`config.mk`:
```
export PLATFORM = sky130hd
export DESIGN_NAME = tt_sweeper
export DESIGN_NICKNAME = d
export VERILOG_FILES = /design/src/rtl/tt_pkg.sv /design/src/rtl/tt_dwell_timer.sv /design/src/rtl/tt_sweeper.sv
export SDC_FILE = /design/constraint.sdc
export NUM_CORES = 1
export LEC_CHECK = 0
export BUFFER_PORTS_ARGS = -buffer_cell sky130_fd_sc_hd__clkbuf_2
export CORE_MARGIN = 3
export CORE_UTILIZATION = 45
export DETAILED_ROUTE_END_ITERATION = 10
export PLACE_DENSITY = 0.64
export SLEW_MARGIN = 25
export SYNTH_ARGS = -nofsm -noshare
export SYNTH_HDL_FRONTEND = slang
export SYNTH_SLANG_ARGS = --single-unit
```
`constraint.sdc`:
```
create_clock -name clk -period 2.3 [get_ports clk]
set_input_delay 0.345 -clock clk [delete_from_list [all_inputs] [get_ports clk]]
set_output_delay 0.345 -clock clk [all_outputs]
set_load 0.1 [all_outputs]
```
`src/rtl/tt_pkg.sv`:
```
// Shared types and helpers for the truth-table sweeper.
package tt_pkg;

  typedef enum logic [1:0] {IDLE, DRIVE, DONE} state_t;

  // Dwell counter width: clog2(dwell), never less than one bit.
  function automatic int unsigned dwell_w(input int unsigned dwell);
    return (dwell <= 1) ? 1 : $clog2(dwell);
  endfunction

endpackage

```
`src/rtl/tt_dwell_timer.sv`:
```
// Parametrised up/down dwell counter with clear and terminal-count strobe.
module tt_dwell_timer
  import tt_pkg::*;
#(
  parameter int unsigned LIMIT = 10,
  parameter bit          DOWN  = 1'b0
) (
  input  logic clk,
  input  logic rst_n,
  input  logic clr,
  input  logic en,
  output logic tc
);

  localparam int unsigned W = dwell_w(LIMIT);
  localparam logic [W-1:0] LAST = W'(LIMIT - 1);
  localparam logic [W-1:0] INIT = DOWN ? LAST : '0;

  logic [W-1:0] cnt;

  always_ff @(posedge clk or negedge rst_n) begin
    if (!rst_n)   cnt <= INIT;
    else if (clr) cnt <= INIT;
    else if (en)  cnt <= DOWN ? cnt - 1'b1 : cnt + 1'b1;
  end

  assign tc = DOWN ? (cnt == '0) : (cnt == LAST);

endmodule

```
`src/rtl/tt_sweeper.sv`:
```
// Exhaustive truth-table sweeper: drives all 2^N_IN vectors and checks dut_f
// against GOLDEN. Optional fail log enabled by TT_SWEEPER_FAILLOG_EN.
module tt_sweeper
  import tt_pkg::*;
#(
  parameter int unsigned           N_IN   = 4,
  parameter int unsigned           DWELL  = 10,
  parameter logic [(1<<N_IN)-1:0]  GOLDEN = '0
) (
  input  logic            clk,
  input  logic            rst_n,
  input  logic            start,
  input  logic            dut_f,
  output logic [N_IN-1:0] stim,
  output logic            busy,
  output logic            done,
  output logic            pass,
  output logic [N_IN:0]   err_cnt
`ifdef TT_SWEEPER_FAILLOG_EN
  ,
  output logic [N_IN-1:0] first_fail,
  output logic            first_fail_vld
`endif
);

  localparam logic [N_IN:0] LAST_VEC = {1'b0, {N_IN{1'b1}}};

  state_t        state, state_nx;
  logic [N_IN:0] vec;
  logic          tc, accept, sample, last, miss;

  assign accept = start && (state != DRIVE);
  assign sample = (state == DRIVE) && tc;
  assign last   = (vec == LAST_VEC);
  assign miss   = sample && (dut_f != GOLDEN[vec[N_IN-1:0]]);

  tt_dwell_timer #(
    .LIMIT (DWELL),
    .DOWN  (1'b0)
  ) u_dwell (
    .clk   (clk),
    .rst_n (rst_n),
    .clr   (accept || sample),
    .en    (state == DRIVE),
    .tc    (tc)
  );

  always_ff @(posedge clk or negedge rst_n) begin
    if (!rst_n) state <= IDLE;
    else        state <= state_nx;
  end

  always_comb begin
    state_nx = state;
    case (state)
      IDLE, DONE: if (accept) state_nx = DRIVE;
      DRIVE:      if (sample && last) state_nx = DONE;
      default:    state_nx = IDLE;
    endcase
  end

  always_comb begin
    busy = (state == DRIVE);
    done = (state == DONE);
  end

  always_ff @(posedge clk or negedge rst_n) begin
    if (!rst_n) begin
      vec     <= '0;
      err_cnt <= '0;
    end else if (accept) begin
      vec     <= '0;
      err_cnt <= '0;
    end else begin
      if (sample && !last) vec <= vec + 1'b1;
      if (miss)            err_cnt <= err_cnt + 1'b1;
    end
  end

  assign stim = vec[N_IN-1:0];
  assign pass = done && (err_cnt == '0);

`ifdef TT_SWEEPER_FAILLOG_EN
  always_ff @(posedge clk or negedge rst_n) begin
    if (!rst_n) begin
      first_fail     <= '0;
      first_fail_vld <= 1'b0;
    end else if (accept) begin
      first_fail     <= '0;
      first_fail_vld <= 1'b0;
    end else if (miss && !first_fail_vld) begin
      first_fail     <= vec[N_IN-1:0];
      first_fail_vld <= 1'b1;
    end
  end
`endif

endmodule

```
==> run metrics <==
outcome=completed; fin crit period=1.98 ns; CP max FO=10; Final Setup Violations=0; Leak=approximately 0.0005 uW; WHS Path Cells=3; 1st-iter DRT viols=5; # clock sinks=16; DP HPWL=between 1000 and 1500 um; GRT overflow=0; Multi-input gate area=roughly 480 um2; Worst Hold Class=in -> reg; cts bufs inserted=3; Die H=52.1 um; share of the synthesized area in the top cell type=41.9%; Worst Path Required=1.96 ns; CTS clk-pin slew, worst paths=0.10 ns; Overall Global Routing Usage=15.8%; DR pass1 iterations=4; CP startpoint kind=register; first-pass GRT wire length=~3100 um; Area Growth Syn to Fin=11.6%; root buf cell=clkbuf_4; CP endpoint kind=primary output; register bit count reported by yosys=16; Layout Skew=approximately 0.0056 ns; Row Count=16; DR WL/cell=about 14 um; drt drc=0; RSZ-0062 raised after global routing=no; final wirelength=1850 um; Worst Max-Slew Pin Slew=0.640 ns; Yosys cell types=37; fin crit share=between 80% and 90%; ANT cells=0; Mapped Area=roughly 960 um2; Pwr Density=1430 nW/um2; largest cells by area after synthesis=dfrtp_1 42%, ha_1 7.9%, o21ai_0 4.2%; number of fill cells=185; share of layout cells above drive strength 1=around a quarter; CP arrival=1.63 ns; most common cell after layout, fill and taps aside=dfrtp_1; Seq/Total Area, Yosys=41.9%; Die Area=2710 um2; clock buffer depth=2; Worst-Skew Late Latency=0.29 ns; Hold WS=approximately 0.33 ns; synthesized instance count=95; Via density=5.60; post-route ant nets=0; H-tree levels=1; final setup TNS=0 ns; most frequent cells in the layout=16 x dfrtp_1, 15 x clkbuf_2, 8 x o21ai_0; Starting Density=48.2%; FF+latch area=~400 um2; Port-buffer cells=15; core box area=just under 2000 um2; Peak VDD IR=0.801 mV; Final GP Congestion=between 0.7 and 0.8; number of global-route vias before repair=664; IO Pins=16; Fmax=506 MHz; antenna violations before repair=0; vias=761; Worst slew margin=between 50% and 60%; Yosys warnings=0; R2R cell count=6; final max-slew violation count=0; WS Path Type=reg -> out; Final Hold Fails=0; pin count of the biggest net entering global routing=17; cell taking the most area after synthesis=dfrtp_1; die span in x=52.1 um; CTS tree=built; post-synth net total=105; Max Cap Viol=0; Nets=120; synthesized area per cell=10.1 um2
==> routing by layer <==
| metal | GRT usage (%) | wire [um] | vias to the layer above |
|---|---|---|---|
| met5 | 0 | 0 | - |
| met4 | 3.93 | 13 | 0 |
| met3 | 5.16 | 103 | 2 |
| met2 | 22.8 | 845 | 19 |
| met1 | 22.7 | 890 | 361 |
| li1 | - | - | 379 |
==> final timing paths <==
path | end | slack [ns] | start
setup / recovery | busy | 0.32 | state[1]$_DFFE_PN0P_
hold / removal | err_cnt[1]$_DFFE_PN0P_ | 0.33 | dut_f
setup reg to reg | vec[3]$_DFFE_PN0P_ | 0.53 | vec[0]$_DFFE_PN0P_
hold reg to reg | vec[2]$_DFFE_PN0P_ | 0.52 | vec[2]$_DFFE_PN0P_
max in group asynchronous | err_cnt[1]$_DFFE_PN0P_ | 1.50 | rst_n
min in group asynchronous | u_dwell.cnt[2]$_DFFE_PN0P_ | 0.50 | rst_n
==> cell type report <==
cell class / instances / share of cell area (%)
timing repair buffer: 17 / 8.68
clock buffer: 4 / 3.40
tap: 27 / 3.17
sequential: 16 / 37.5
multi-input combinational: 65 / 44.8
inverter: 7 / 2.46
==> synthesized netlist by cell type <==
master     instances
nand4bb_1          1
or4_1              1
nand2b_1           3
inv_1              6
nand2_1            3
buf_2              2
nor2_1             2
o21ai_0            8
nor3_1             2
a21oi_2            1
buf_6              1
o31ai_1            2
nand4_1            1
o22ai_1            1
a211oi_1           2
inv_2              1
and4bb_2           1
a21o_1             2
a21oi_1            3
or4_4              1
and4b_1            1
nand3b_1           1
nand2_2            1
dfrtp_1           16
mux2i_1            3
buf_4              4
xnor2_1            1
xor2_1             1
or3_1              2
a221oi_1           1
nand3_1            6
and2b_2            1
nor2b_1            1
and3_1             2
o221ai_1           3
a221oi_2           1
ha_1               6
==> worst max-delay path, stage by stage (launching register included) <==
cell and delay [ns]:
dfrtp_1 0.41, nand2b_1 0.25, inv_2 0.19, clkbuf_2 0.48
==> state kept, by name (all words and copies together), names as in the netlist <==
name         cells
err_cnt          5
state            2
u_dwell.cnt      4
vec              5
==> logic make-up (layout without fill, tap and decap cells) <==
| family | after synthesis | count (layout) | synth area share [%] |
|---|---|---|---|
| XOR/XNOR | 2 | 2 | 1.83 |
| buffers and inverters | 14 | 28 | 8.11 |
| adder cells (fa/ha/maj) | 6 | 6 | 7.85 |
| flip-flops | 16 | 16 | 41.9 |
| AO/OA/AOI/OAI | 24 | 24 | 17.3 |
| multiplexers | 3 | 3 | 3.14 |
| AND/OR/NAND/NOR | 30 | 30 | 19.9 |
==> where the power goes <==
group          internal, uW  total, uW  switching [uW]  leakage [uW]
Combinational           214        854             640      0.000275
Clock                  96.4        190            93.6     0.0000210
Sequential              380        487             107      0.000203
Total                   690       1530             841      0.000499
==> metrics by stage <==
| step | setup slack [ns] | instance area (um2) | std cells | utilization, % | power (uW) |
|---|---|---|---|---|---|
| final | 0.324 | 1070 | 136 | 53.9 | 1530 |
| after global routing | 0.222 | 1070 | 136 | 53.9 | 1640 |
| after global placement | 0.561 | 1020 | 131 | 51.5 | 1340 |
| after floorplan | 0.0825 | 956 | 95 | - | 1260 |
| after detailed placement | 0.565 | 1020 | 131 | 51.5 | 1350 |
| after CTS | 0.285 | 1070 | 136 | 53.9 | 1550 |
==> what timing repair did <==
action,4_1_cts,5_1_grt
setup buffers,0,0
endpoints found under the setup margin,0,0
endpoints found under the hold margin,16,0
gates resized for setup,0,0
hold buffers,1,0
Power figures use the tool's default switching activity.
